<file path="config.mk">
export PLATFORM = sky130hd
export DESIGN_NAME = ft2232h_rx_reader
export DESIGN_NICKNAME = d
export VERILOG_FILES = /design/src/rtl/ft2232h_pkg.sv /design/src/rtl/sync_fifo_fwft.sv /design/src/rtl/ft2232h_rx_reader.sv
export SDC_FILE = /design/constraint.sdc
export NUM_CORES = 1
export LEC_CHECK = 0
export ABC_AREA = 1
export CORE_UTILIZATION = 52
export DETAILED_ROUTE_END_ITERATION = 7
export GPL_TIMING_DRIVEN = 1
export PLACE_DENSITY = 0.71
export SLEW_MARGIN = 20
export SYNTH_ARGS = -nofsm -noshare
export SYNTH_HDL_FRONTEND = slang
export SYNTH_SLANG_ARGS = --single-unit
</file>
<file path="constraint.sdc">
create_clock -name clk_i -period 2.9 [get_ports clk_i]
set_input_delay 0.58 -clock clk_i [delete_from_list [all_inputs] [get_ports clk_i]]
set_output_delay 0.58 -clock clk_i [all_outputs]
set_load 0.03 [all_outputs]
</file>
<file path="src/rtl/ft2232h_pkg.sv">
// Shared definitions for the FT2232H synchronous FT245 receive and transmit paths.
// State codes are common to both directions so debug probes decode them identically.
package ft2232h_pkg;

  localparam int FT_BYTE_W  = 8;
  localparam int FT_CNT_W   = 32;
  localparam int FT_STATE_W = 2;

  typedef logic [FT_STATE_W-1:0] ft_state_t;

  localparam ft_state_t FT_IDLE = 2'd0;
  localparam ft_state_t FT_OE   = 2'd1;
  localparam ft_state_t FT_READ = 2'd2;

  // OE# is asserted in every state that owns the bus for reading.
  function automatic logic ftOeN(input ft_state_t s);
    return !((s == FT_OE) || (s == FT_READ));
  endfunction

  function automatic logic ftRdN(input ft_state_t s);
    return s != FT_READ;
  endfunction

endpackage

</file>
<file path="src/rtl/sync_fifo_fwft.sv">
// Single-clock first-word-fall-through FIFO; the head entry is always visible on data_o.
// Pointers carry one extra wrap bit so full and empty are distinguishable.
module sync_fifo_fwft
  import ft2232h_pkg::*;
#(
  parameter int DEPTH = 16,
  parameter int AW    = 4,
  parameter int W     = FT_BYTE_W
) (
  input  logic          clk_i,
  input  logic          rst_n_i,
  input  logic          push_i,
  input  logic [W-1:0]  data_i,
  input  logic          pop_i,
  output logic [W-1:0]  data_o,
  output logic          valid_o,
  output logic [AW:0]   level_o
);

  logic [W-1:0] r_mem [DEPTH];
  logic [AW:0]  r_wrPtr;
  logic [AW:0]  r_rdPtr;
  logic [AW:0]  w_level;
  logic         w_empty;
  logic         w_full;
  logic         w_doPush;
  logic         w_doPop;

  assign w_level = r_wrPtr - r_rdPtr;
  assign w_empty = (w_level == '0);
  assign w_full  = (w_level == (AW+1)'(DEPTH));

  // A pop on a full FIFO frees the very slot the push lands in, so both may proceed.
  assign w_doPop  = pop_i & ~w_empty;
  assign w_doPush = push_i & (~w_full | w_doPop);

  always_ff @(posedge clk_i or negedge rst_n_i) begin
    if (!rst_n_i) begin
      r_wrPtr <= '0;
      r_rdPtr <= '0;
    end else begin
      if (w_doPush) r_wrPtr <= r_wrPtr + 1'b1;
      if (w_doPop)  r_rdPtr <= r_rdPtr + 1'b1;
    end
  end

  always_ff @(posedge clk_i) begin
    if (w_doPush) r_mem[r_wrPtr[AW-1:0]] <= data_i;
  end

  assign data_o  = r_mem[r_rdPtr[AW-1:0]];
  assign valid_o = ~w_empty;
  assign level_o = w_level;

endmodule

</file>
<file path="src/rtl/ft2232h_rx_reader.sv">
// Host-to-FPGA reader for the FT2232H synchronous FIFO interface on the 60 MHz CLKOUT.
// OE#/RD# are registered from the next state; bytes land in an FWFT buffer for a valid/ready consumer.
module ft2232h_rx_reader
  import ft2232h_pkg::*;
#(
  parameter int DEPTH = 16,
  parameter int AW    = 4
) (
  input  logic                 clk_i,
  input  logic                 rst_n_i,
  input  logic                 en_i,
  input  logic                 rxf_n_i,
  input  logic [FT_BYTE_W-1:0] byte_i,
  output logic                 oe_n_o,
  output logic                 rd_n_o,
  output logic [FT_BYTE_W-1:0] data_o,
  output logic                 valid_o,
  input  logic                 ready_i,
  output logic [AW:0]          level_o,
  output logic [FT_CNT_W-1:0]  rx_count_o,
  output logic                 activity_o
);

  ft_state_t             r_state;
  ft_state_t             w_nextState;
  logic                  r_oeN;
  logic                  r_rdN;
  logic [FT_CNT_W-1:0]   r_rxCount;
  logic                  r_activity;
  logic                  w_push;
  logic                  w_pop;
  logic                  w_valid;
  logic [AW:0]           w_level;
  logic [AW+1:0]         w_levelNext;
  logic                  w_roomForTwo;
  logic                  w_roomAfter;

  assign w_push = ~r_rdN & ~rxf_n_i;
  assign w_pop  = w_valid & ready_i;

  // Stop decisions look at the occupancy after this edge, so the FIFO can never overflow.
  assign w_levelNext  = (AW+2)'(w_level) + (AW+2)'(w_push) - (AW+2)'(w_pop);
  assign w_roomForTwo = (w_level <= (AW+1)'(DEPTH - 2));
  assign w_roomAfter  = (w_levelNext < (AW+2)'(DEPTH));

  always_comb begin
    w_nextState = FT_IDLE;
    case (r_state)
      FT_IDLE: w_nextState = (en_i && !rxf_n_i && w_roomForTwo) ? FT_OE : FT_IDLE;
      FT_OE:   w_nextState = (rxf_n_i || !en_i) ? FT_IDLE : FT_READ;
      FT_READ: w_nextState = (!rxf_n_i && en_i && w_roomAfter) ? FT_READ : FT_IDLE;
      default: w_nextState = FT_IDLE;
    endcase
  end

  always_ff @(posedge clk_i or negedge rst_n_i) begin
    if (!rst_n_i) begin
      r_state <= FT_IDLE;
      r_oeN   <= 1'b1;
      r_rdN   <= 1'b1;
    end else begin
      r_state <= w_nextState;
      r_oeN   <= ftOeN(w_nextState);
      r_rdN   <= ftRdN(w_nextState);
    end
  end

  always_ff @(posedge clk_i or negedge rst_n_i) begin
    if (!rst_n_i) begin
      r_rxCount  <= '0;
      r_activity <= 1'b0;
    end else if (w_push) begin
      r_rxCount  <= r_rxCount + 1'b1;
      r_activity <= ~r_activity;
    end
  end

  sync_fifo_fwft #(
    .DEPTH (DEPTH),
    .AW    (AW),
    .W     (FT_BYTE_W)
  ) u_fifo (
    .clk_i   (clk_i),
    .rst_n_i (rst_n_i),
    .push_i  (w_push),
    .data_i  (byte_i),
    .pop_i   (ready_i),
    .data_o  (data_o),
    .valid_o (w_valid),
    .level_o (w_level)
  );

  assign oe_n_o     = r_oeN;
  assign rd_n_o     = r_rdN;
  assign valid_o    = w_valid;
  assign level_o    = w_level;
  assign rx_count_o = r_rxCount;
  assign activity_o = r_activity;

endmodule

</file>
==> results.toml <==
[power_and_ir_drop]
p_int_uw = 6431
ir_worst_vdd_uv = 1347
pwr-share-seq_pct = 27.3
clockPowerShare_pct = 22.7
leakage_uw = 0.003866
switching_share_pct = 39.74
power.density_nw_per_um2 = 1058
comb_power_share_pct = 50.0
finalPower_uw = 10670
power.switching_uw = 4241

[worst_setup_path]
rrSetupSlack_ps = -150
r2r_start = "u_fifo.r_rdPtr[0]"
cp_max_fo = 5
critPathBufInv = 4
reg2reg_to = "u_fifo.r_mem[15][2]"
cpLargestDelayFamily = "adder cells"
path_cells = "ha_4 -> fa_2 -> xnor2_4 -> inv_2 -> ha_4 -> nand2_4 -> nor2_4 -> nand3_4 -> buf_4 -> nand2_2 -> a31oi_4 -> buf_6 -> nand2_8 -> nor2_4 -> buf_6"
setup.worst_path.start = "u_fifo.r_rdPtr[0]"
cp.required_ps = 3040
crit_slowest_cell = "dfrtp_2"
arrival_ps = 3190
critPathMaxStageDelay_ps = 440
rr_worst_depth = 15
cp-end-kind = "flop"
crit_type = "flop to flop"
startpoint_type = "flop"

[grt]
grt_max_degree = 35
grt-ovfl-total = 0
antenna_found_initial = 0
grt_usage_pct = 25.32
grt_pass1_wl_um = 27990
grt_pass1_vias = 5324

[floorplanning]
pin_count = 62
initial_core_util_pct = 53.01
die_y_um = 123.5
placementRows = 44
fp.coreArea_um2 = 14480
dieArea_um2 = 15250
dieWidth_um = 123.5

[synth]
async_flop_share_pct = 26.86
syn_inst = 654
syn_nets = 686
synth_flop_cell = "edfxtp_1"
synth_area_um2 = 7675
synth_edf_count = 128
synth.avg_cell_area_um2 = 11.74
yosys_warnings = 0
synth_cell_types = 36
seq_area_frac_synth_pct = 65.44
synth-seq-cells = 175

[routing]
drc = 0
avgRoutedWirePerCell_um = 19.00
drtIter0Drc = 380
routed_via_density = 5.516
wirelength_um = 18370
num_vias = 5334
first_pass_iters = 5
ant_nets = 0

[cts]
clk_path_buf_depth = 2
numCtsBuffers = 17
clk_pin_slew_worst_paths_ps = 60
htree_levels = 4
cts_tree = "done"
cts-root-buf = "clkbuf_16"
cts.sinks = 175
clock_latency_ps = 420

[finish]
post_layout_nonfiller_instances = 967
drive_gt1_share_pct = 23.24
num_antenna_cells = 0
post-route-util_pct = 69.64
final_common_cell = "edfxtp_1"
multiInputGateArea_um2 = 2785
layout.nets = 802
final_cell_mix = "edfxtp_1 (128), nor2_1 (79), o21ai_0 (65), nand2_1 (62), clkdlybuf4s50_1 (47)"
syn2layout_area_growth_pct = 31.38
register_area_um2 = 5026
nFillCells = 1023

[sta]
rsz0062_at_grt = "yes"
period_share_pct = 105.0
fin_skew_ps = 6.370
fmax_mhz = 328.3
slew_violations = 0
hold_viol = 0
fin_tns_setup_ps = -4075
setup_ws_ps = -146.4
finalSetupViolCount = 105
worst_slew_pin_slew_ps = 724.0
relSlewSlack_pct = 51.58
min_period_ps = 3046

[outcome]
violations = "negative setup slack"
outcome = "finished, violations left"

[placed_design]
io_buffers = 61
place_hpwl_um = 11770
dpl.cell_count = 923
place_congestion = 0.8486
dpl_worst_slack_ps = -116.8

[job]
max_cap_violations = 0

[min_path]
hold_path.class = "input pin to async pin"
-- through the flow --
| step | hold slack, ps | cell area [µm²] |
|---|---|---|
| global route | 47.79 | 10080 |
| floorplan | 284.4 | 7881 |
| global placement | 456.7 | 9076 |
| finish | 30.86 | 10080 |
| detailed placement | 461.7 | 9076 |
| CTS | 30.49 | 9809 |
-- cells in the mapped netlist (3+ instances only) --
| cell type | number | share of area [%] |
|---|---|---|
| a21oi_1 | 5 | 0.33 |
| clkbuf_1 | 20 | 0.98 |
| dfrtp_1 | 45 | 15 |
| edfxtp_1 | 128 | 50 |
| ha_1 | 18 | 2.9 |
| inv_1 | 47 | 2.3 |
| inv_2 | 3 | 0.15 |
| nand2_1 | 73 | 3.6 |
| nand2_2 | 5 | 0.41 |
| nand3_1 | 29 | 1.9 |
| nand4_1 | 6 | 0.49 |
| nor2_1 | 96 | 4.7 |
| nor2_2 | 3 | 0.24 |
| nor2_4 | 6 | 0.88 |
| nor3_1 | 6 | 0.39 |
| nor4_1 | 4 | 0.33 |
| o21ai_0 | 66 | 4.3 |
| o221ai_1 | 14 | 1.6 |
| o22ai_1 | 18 | 1.5 |
| xnor2_1 | 10 | 1.1 |
| xor2_1 | 32 | 3.7 |
-- area by class of cell --
class                      count  area share (%)
sequential                   175           49.84
clock buffer                  19           4.293
tap                          184           2.283
clock inverter                13           1.911
timing repair buffer         118           12.07
multi-input combinational    406           27.62
inverter                      52           1.973
-- sequential cells by signal (all words and copies together), names as in the netlist --
register and count:
u_fifo.r_rdPtr 5, r_state 2, rx_count_o 32, activity_o 1, rd_n_o 1, u_fifo.r_mem 128
u_fifo.r_wrPtr 5, oe_n_o 1
-- how the worst max path moves through the flow --
stage / end / slack [ps] / depth (start not counted)
2_1_floorplan: oe_n_o / -310 / 22
3_3_place_gp: oe_n_o / 10 / 19
3_5_place_dp: oe_n_o / -120 / 20
4_1_cts: valid_o / -40 / 10
5_1_grt: u_fifo.r_mem[15][2] / -250 / 16
6_report: u_fifo.r_mem[15][2] / -150 / 15
-- worst register-to-register path, cell delays in order, from the launching register on --
cell	delay [ps]
dfrtp_2	440
ha_4	180
fa_2	440
xnor2_4	170
inv_2	70
ha_4	170
nand2_4	60
nor2_4	50
nand3_4	80
buf_4	120
nand2_2	70
a31oi_4	290
buf_6	180
nand2_8	80
nor2_4	220
buf_6	160
-- metal layers --
metal / up-vias / GRT usage (%) / share of wire (%)
li1: 2519 / - / -
met1: 2616 / 31.89 / 42
met2: 178 / 43.78 / 51
met3: 21 / 4.013 / 5.3
met4: 0 / 9.864 / 1.7
met5: - / 0 / 0
-- cells by family after synthesis --
kind of cell / Yosys count / synth area share [%]
simple gates: 239 / 14.82
compound gates: 106 / 8.168
flops: 175 / 65.44
buf+inv: 73 / 3.587
xor+xnor: 42 / 4.793
fa+ha+maj: 19 / 3.195
-- what timing repair did --
item | 4_1_cts | 5_1_grt
cloned | 0 | 0
endpoints found under the setup margin | 5 | 136
setup buffers | 6 | 6
hold buffers | 0 | 0
pin swaps | 11 | 13
hold endpoints to repair | 0 | 0
resized for setup | 12 | 48
-- power by group through the flow --
stage / clock network [µW] / logic, µW / registers, µW
3_5_place_dp: 0 / 4610 / 2960
6_report: 2420 / 5330 / 2910
5_1_grt: 2550 / 5820 / 2930
2_1_floorplan: 0 / 2960 / 3000
3_3_place_gp: 0 / 4470 / 2940
4_1_cts: 2450 / 4880 / 2910
Power figures use the tool's default switching activity.
